File: src/rtl/row_write_arbiter.sv
// row_write_arbiter
// Arbitrates row writes from two sources (USB and diagnostic) into a single
// controller row-buffer write port. A source wins a frame lock by writing
// row 0 / panel 0 and keeps it until it writes row 15 / panel 3. Ties at frame
// start are resolved round-robin, with USB favoured after reset.
//
// Optional feature: define ARB_TIMEOUT_EN to release a lock after
// TIMEOUT_CYCLES cycles without an accepted write from the lock owner.
//
// Ports
//   clk, reset_n                    system clock, async active-low reset
//   usb_req/_row_data/_row_addr/_panel_addr, usb_ack    USB source
//   diag_req/_row_data/_row_addr/_panel_addr, diag_ack  diagnostic source
//   row_data, row_data_row_addr, row_data_panel_addr    registered payload
//   row_data_write_enable           one-cycle write strobe (OR of the acks)
//   owner                           00 none, 01 USB, 10 diag
//   frame_done                      pulse on the strobe that ends a frame
//
// state     | meaning
// ----------+-----------------------------------------------------------
// IDLE      | no lock; only row 0 / panel 0 requests are granted
// LOCK_USB  | USB owns the frame; diag requests wait unacknowledged
// LOCK_DIAG | diag owns the frame; USB requests wait unacknowledged
module row_write_arbiter #(
  parameter int TIMEOUT_CYCLES = 1024
) (
  input  logic         clk,
  input  logic         reset_n,
  input  logic         usb_req,
  input  logic [383:0] usb_row_data,
  input  logic [3:0]   usb_row_addr,
  input  logic [1:0]   usb_panel_addr,
  output logic         usb_ack,
  input  logic         diag_req,
  input  logic [383:0] diag_row_data,
  input  logic [3:0]   diag_row_addr,
  input  logic [1:0]   diag_panel_addr,
  output logic         diag_ack,
  output logic [383:0] row_data,
  output logic [3:0]   row_data_row_addr,
  output logic [1:0]   row_data_panel_addr,
  output logic         row_data_write_enable,
  output logic [1:0]   owner,
  output logic         frame_done
);

  typedef enum logic [1:0] {
    IDLE      = 2'b00,
    LOCK_USB  = 2'b01,
    LOCK_DIAG = 2'b10
  } state_t;

  state_t state;
  logic   rr_diag;   // set when diag should win the next frame-start tie

  logic         usb_start;
  logic         diag_start;
  logic         busy;
  logic         grant_usb;
  logic         grant_diag;
  logic         grant_any;
  logic         last_write;
  logic [383:0] sel_data;
  logic [3:0]   sel_row;
  logic [1:0]   sel_panel;

`ifdef ARB_TIMEOUT_EN
  localparam int CNT_W = $clog2(TIMEOUT_CYCLES + 1);
  logic [CNT_W-1:0] idle_cnt;
`else
  logic unused_timeout_cfg;
  assign unused_timeout_cfg = (TIMEOUT_CYCLES == 0);
`endif

  assign owner      = state;
  assign usb_start  = usb_req && (usb_row_addr == 4'd0) && (usb_panel_addr == 2'd0);
  assign diag_start = diag_req && (diag_row_addr == 4'd0) && (diag_panel_addr == 2'd0);
  // A source still holds req during its ack cycle; that cycle is never sampled.
  assign busy       = usb_ack || diag_ack;

  always_comb begin
    grant_usb  = 1'b0;
    grant_diag = 1'b0;
    if (!busy) begin
      case (state)
        IDLE: begin
          if (usb_start && diag_start) begin
            grant_diag = rr_diag;
            grant_usb  = !rr_diag;
          end else begin
            grant_usb  = usb_start;
            grant_diag = diag_start;
          end
        end
        LOCK_USB:  grant_usb  = usb_req;
        LOCK_DIAG: grant_diag = diag_req;
        default: ;
      endcase
    end
  end

  assign grant_any  = grant_usb || grant_diag;
  assign sel_data   = grant_usb ? usb_row_data   : diag_row_data;
  assign sel_row    = grant_usb ? usb_row_addr   : diag_row_addr;
  assign sel_panel  = grant_usb ? usb_panel_addr : diag_panel_addr;
  assign last_write = (sel_row == 4'd15) && (sel_panel == 2'd3);

  always_ff @(posedge clk or negedge reset_n) begin
    if (!reset_n) begin
      state                 <= IDLE;
      rr_diag               <= 1'b0;
      usb_ack               <= 1'b0;
      diag_ack              <= 1'b0;
      row_data_write_enable <= 1'b0;
      frame_done            <= 1'b0;
      row_data              <= '0;
      row_data_row_addr     <= '0;
      row_data_panel_addr   <= '0;
`ifdef ARB_TIMEOUT_EN
      idle_cnt              <= '0;
`endif
    end else begin
      usb_ack               <= grant_usb;
      diag_ack              <= grant_diag;
      row_data_write_enable <= grant_any;
      frame_done            <= 1'b0;
      if (grant_any) begin
        row_data            <= sel_data;
        row_data_row_addr   <= sel_row;
        row_data_panel_addr <= sel_panel;
      end

      case (state)
        IDLE: begin
          if (grant_usb) begin
            state   <= LOCK_USB;
            rr_diag <= 1'b1;
          end else if (grant_diag) begin
            state   <= LOCK_DIAG;
            rr_diag <= 1'b0;
          end
        end
        default: begin
          // The lock is kept through the final strobe and dropped one cycle later.
          if (frame_done) begin
            state <= IDLE;
          end else if (grant_any && last_write) begin
            frame_done <= 1'b1;
          end
`ifdef ARB_TIMEOUT_EN
          else if (!grant_any && (idle_cnt == CNT_W'(TIMEOUT_CYCLES - 1))) begin
            state <= IDLE;
          end
`endif
        end
      endcase

`ifdef ARB_TIMEOUT_EN
      if ((state == IDLE) || grant_any || frame_done ||
          (idle_cnt == CNT_W'(TIMEOUT_CYCLES - 1))) begin
        idle_cnt <= '0;
      end else begin
        idle_cnt <= idle_cnt + CNT_W'(1);
      end
`endif
    end
  end

endmodule

File: config.mk
export PLATFORM = sky130hd
export DESIGN_NAME = row_write_arbiter
export DESIGN_NICKNAME = d
export VERILOG_FILES = /design/src/rtl/row_write_arbiter.sv
export SDC_FILE = /design/constraint.sdc
export NUM_CORES = 1
export LEC_CHECK = 0
export CAP_MARGIN = 25
export CORE_AREA = 2 2 455 457
export DETAILED_ROUTE_END_ITERATION = 12
export DIE_AREA = 0 0 457 459
export SYNTH_ARGS = -nofsm -noshare
export SYNTH_HDL_FRONTEND = slang
export SYNTH_SLANG_ARGS = --single-unit
File: constraint.sdc
create_clock -name clk -period 2.78 [get_ports clk]
set_input_delay 0.278 -clock clk [delete_from_list [all_inputs] [get_ports clk]]
set_output_delay 0.278 -clock clk [all_outputs]
set_load 0.02 [all_outputs]
# Word level (Yosys, flattened, before mapping)
# Cells that the tools add are included.
[word_totals]
register_bits = 397
in_bits = 784
out_inout_bits = 396
wordCells = 51
[op_classes]
eq_ne = 5
n_mux = 18
n_reduce_logical = 19
[ops]
columns = ["cell", "n"]
rows = [
  ["$mux 384", 1],
  ["$mux 2", 5],
  ["$mux 1", 9],
  ["$logic_not 4->1", 2],
  ["$logic_and 1x1->1", 7],
  ["$logic_not 2->1", 3],
  ["$eq 2x2->1 const B", 2],
  ["$eq 4x4->1 const B", 1],
  ["$mux 4", 1],
  ["$pmux 1 s2", 2],
  ["$reduce_and 2->1", 2],
  ["$reduce_bool 2->1", 2],
  ["$ne 3x3->1 const B", 1],
  ["$eq 2x1->1 const B", 1],
  ["$logic_or 1x1->1", 2],
  ["$logic_not 1->1", 1],
]

# Logic depth before layout (Yosys ltp)
[logic_depth]
depth_word = 14
depth_mapped = 9
depth_no_buf = 6

# Worst setup path after synthesis
# OpenSTA, ideal clock, no wires.
[synth_path]
path_kind = "register to register"
startpoint = "register rr_diag"
endpoint = "register row_data[192]"
setup_ps = 122
arrival_time_ps = 2001
required_ps = 2658
slack_ps = 656
path_stages_with_launch = 10
path_buffers = 3
synth_period_minus_slack_ps = 2124
cell_sequence = "dfrtp_1 -> or4_1 -> o211a_1 -> o21ai_2 -> inv_2 -> buf_2 -> buf_2 -> buf_2 -> a21oi_1 -> a21oi_1"
[synth_between]
elab_chain_len = 5
elab_cells_between_ends = 9
cone_classes = "mux (7); reduce/logical (2)"
[synth_lines]
columns = ["element", "line", "text"]
rows = [
  ["start, declared", "54", "logic rr_diag;"],
  ["start signal, assigned", "111", "rr_diag <= 1'b0;"],
  ["start signal, assigned", "137", "rr_diag <= 1'b1;"],
  ["start signal, assigned", "140", "rr_diag <= 1'b0;"],
  ["$logic_not 1->1", "89", "grant_usb = !rr_diag;"],
  ["$mux 1", "87", "if (usb_start && diag_start) begin"],
  ["$pmux 1 s2", "85", "case (state)"],
  ["$mux 1", "84", "if (!busy) begin"],
  ["$mux 384 or $logic_or 1x1->1 (tied branches)", "103, 102", ""],
  ["end signal, assigned", "128", "row_data <= sel_data;"],
  ["end, declared", "39", "output logic [383:0] row_data,"],
]
# Parallel ways exist; a longest one is shown, timed or not.
# A chain may end at the register's enable or synchronous reset.

# Worst setup path in the final report
[layout_path]
startpoint = "register state[1] (netlist: owner[1])"
endpoint = "output port owner[1]"
[layout_lines]
columns = ["element", "line", "text"]
rows = [
  ["start, declared", "53", "state_t state;"],
  ["start signal, assigned", "110", "state <= IDLE;"],
  ["start signal, assigned", "136", "state <= LOCK_USB;"],
  ["start signal, assigned", "139", "state <= LOCK_DIAG;"],
  ["end, declared", "43", "output logic [1:0] owner,"],
]
# No word-level cell between the ends.

==> impl_metrics.ini <==
[power]
finalPower_mw = 38.3
p_per_area_mw_per_mm2 = 1070
ir_drop_v = 0.000770
p_leak_nw = 14.7

[critical_path]
r2r-end = row_data[322]
crit_required_ns = 2.50
cp-end-kind = output port
arrival_ns = 2.34
crit_chain = buf_4 -> clkdlybuf4s50_1
slowest_stage = clkdlybuf4s50_1
rr_startpoint = rr_diag
cp_num_cells = 2
worst-path-buf-inv = 2
ff2ff_path_depth = 7
critical_path_class = flip-flop to output port
crit_start = owner[1]
critPathLaunchType = flip-flop
crit_family = buffers and inverters
r2r_slack_ns = 0.32
endpoint = owner[1]
cp_max_fo = 9
max_stage_delay_ns = 0.94

[sta]
report.final.slew_viol_count = 0
final-hold-violation-count = 0
clock_skew_ns = 0.0322
worst_hold_slack_ns = 0.188
slew_headroom_pct = 46.6
max_freq_mhz = 382
rsz0062_at_grt = no
tightest_slew_ns = 0.799
setup-violations-final = 0
fin_crit_sh_pct = 94.2
fin_setup_tns_ns = 0
period_minus_slack_ns = 2.62

[global_route]
grt_remaining_overflow = 0
grt_use_total_pct = 15.7
first_global_vias = 22000
grt_pass1_wl_microns = 218000
grt_max_degree = 70
antenna_found_initial = 198

[drt]
first_pass_iters = 5
drt-total-wl_microns = 171000
vias = 22400
drt_iter0_drc = 1524
post-route-drc-count = 0
antenna_left = 0
avgRoutedWirePerCell_microns = 27.8
vias_per_cell = 3.64

[clock_tree]
clock_latency_ns = 0.67
cts_buffers = 52
post_cts_buffers = 0
tritoncts = done
numClockSinks = 397
clk_pin_slew_ns = 0.06
cts_buffer_depth = 3
cts_root_buf = clkbuf_16
htreeDepth = 2

[floorplan]
num_io_pins = 1180
die_x_microns = 457
start_util_pct = 8.62
die_area_sq_mm = 0.210
row_count = 167
die_h_microns = 459
placeableCoreArea_sq_mm = 0.206

[outcome]
status = finished, final reports clean

[flow_run]
maxCapViolCount = 0

[placed_design]
place.gp.congestion = 0.964
post-dp-hpwl_microns = 150000
place_inst = 6041
portBuffers = 1179

[synth]
synthCells = 2157
synth_top_flop_cell = dfrtp_1
synth.distinct_cells = 25
ys_seq_area_share_pct = 56.0
syn-num-nets = 2941
syn_area_sq_mm = 0.0177
yosysWarnings = 0
syn-mean-instance-area_sq_um = 8.22
synthArstFlopShare_pct = 100
synth_enable_flop_cells = 0
ys_ff_latch = 397

[cells_and_area]
mostFrequentLayoutCells = clkdlybuf4s50_1, a21oi_1, dfrtp_1
area_growth_pct = 102
stdcell_count = 6161
final_common_cell = clkdlybuf4s50_1
n_fill_cell = 23100
final_util_pct = 17.4
nets = 4176
drive_above_1_share_pct = 7.78

[worst_hold_path]
hold_class = input pin to flip-flop
hold_start = usb_row_data[30]
-- per-layer routing --
metal / part of all wire [%] / up-vias / track usage (%)
li1: - / 9724 / -
met1: 39 / 10700 / 18.5
met2: 45 / 1428 / 25.2
met3: 12 / 412 / 7.43
met4: 3.5 / 96 / 4.41
met5: 0.37 / - / 0
-- registers in the layout, summed over array words and instances, names as in the netlist --
| register | cells |
|---|---|
| row_data_panel_addr | 2 |
| row_data_write_enable | 1 |
| owner | 2 |
| row_data | 384 |
| rr_diag | 1 |
| diag_ack | 1 |
| usb_ack | 1 |
| frame_done | 1 |
| row_data_row_addr | 4 |
-- what timing repair did --
item                       in CTS  in global routing
hold endpoints to repair       34                  0
setup endpoints to repair       0                  0
resized for setup               0                  0
hold buffers                    1                  0
-- synth_stat cells (all sizes together) (2+ instances only) --
library cell / instances / area, sq um
nand3: 2 / 10.0
dfrtp: 397 / 9930
nor2: 392 / 1470
and4: 2 / 17.5
nand2: 392 / 1470
o21ai: 3 / 18.8
nand4: 2 / 12.5
inv: 4 / 15.0
a21oi: 774 / 3870
a32oi: 3 / 26.3
clkbuf: 63 / 236
nor4: 2 / 12.5
a31oi: 3 / 18.8
buf: 110 / 549
-- cell families (layout without fill, tap and decap cells) --
group,Yosys count,in the layout,synth area share [%]
simple gates,797,797,17.1
compound gates,785,785,22.3
flops,397,397,56.0
buf+inv,177,1450,4.52
mux,1,1,0.0564
other cells,0,27,0
-- worst min path at each step --
stage                         end  slack, ns  depth (start not counted)
floorplan                diag_ack      -0.02                          0
global placement    row_data[250]       0.36                          1
detailed placement  row_data[250]       0.36                          1
CTS                  row_data[30]       0.11                          3
global route         row_data[71]       0.16                          3
finish               row_data[30]       0.19                          3
-- through the flow --
stage,setup WS (ns),instance area (sq um)
final,0.161,35800
after global routing,0.0930,35800
after CTS,0.0831,35800
after detailed placement,-0.162,34000
after global placement,-0.107,34000
after floorplan,0.656,17700
-- power breakdown --
part	switching (mW)	internal [mW]
Combinational	11.9	8.72
Clock	3.01	4.16
Sequential	1.87	8.64
Total	16.8	21.5
-- worst register-to-register path, stage by stage, from the launching register on --
cell and delay (ns):
dfrtp_1 0.39, or4_1 0.55, o211a_1 0.25, o21ai_4 0.24
inv_8 0.13, buf_12 0.21, a21oi_1 0.42, a21oi_1 0.14
-- final cells by class --
| cell class | count | area, sq um | area share (%) |
|---|---|---|---|
| Inverter | 4 | 30.0 | 0.0838 |
| Tap cell | 2704 | 3380 | 9.45 |
| Timing Repair Buffer | 1354 | 13600 | 38.1 |
| Multi-Input combinational cell | 1583 | 7020 | 19.6 |
| Clock buffer | 67 | 1460 | 4.07 |
| Antenna cell | 27 | 67.6 | 0.189 |
| Sequential cell | 397 | 9930 | 27.7 |
| Clock inverter | 25 | 293 | 0.817 |
(Power assumes the default switching activity.)
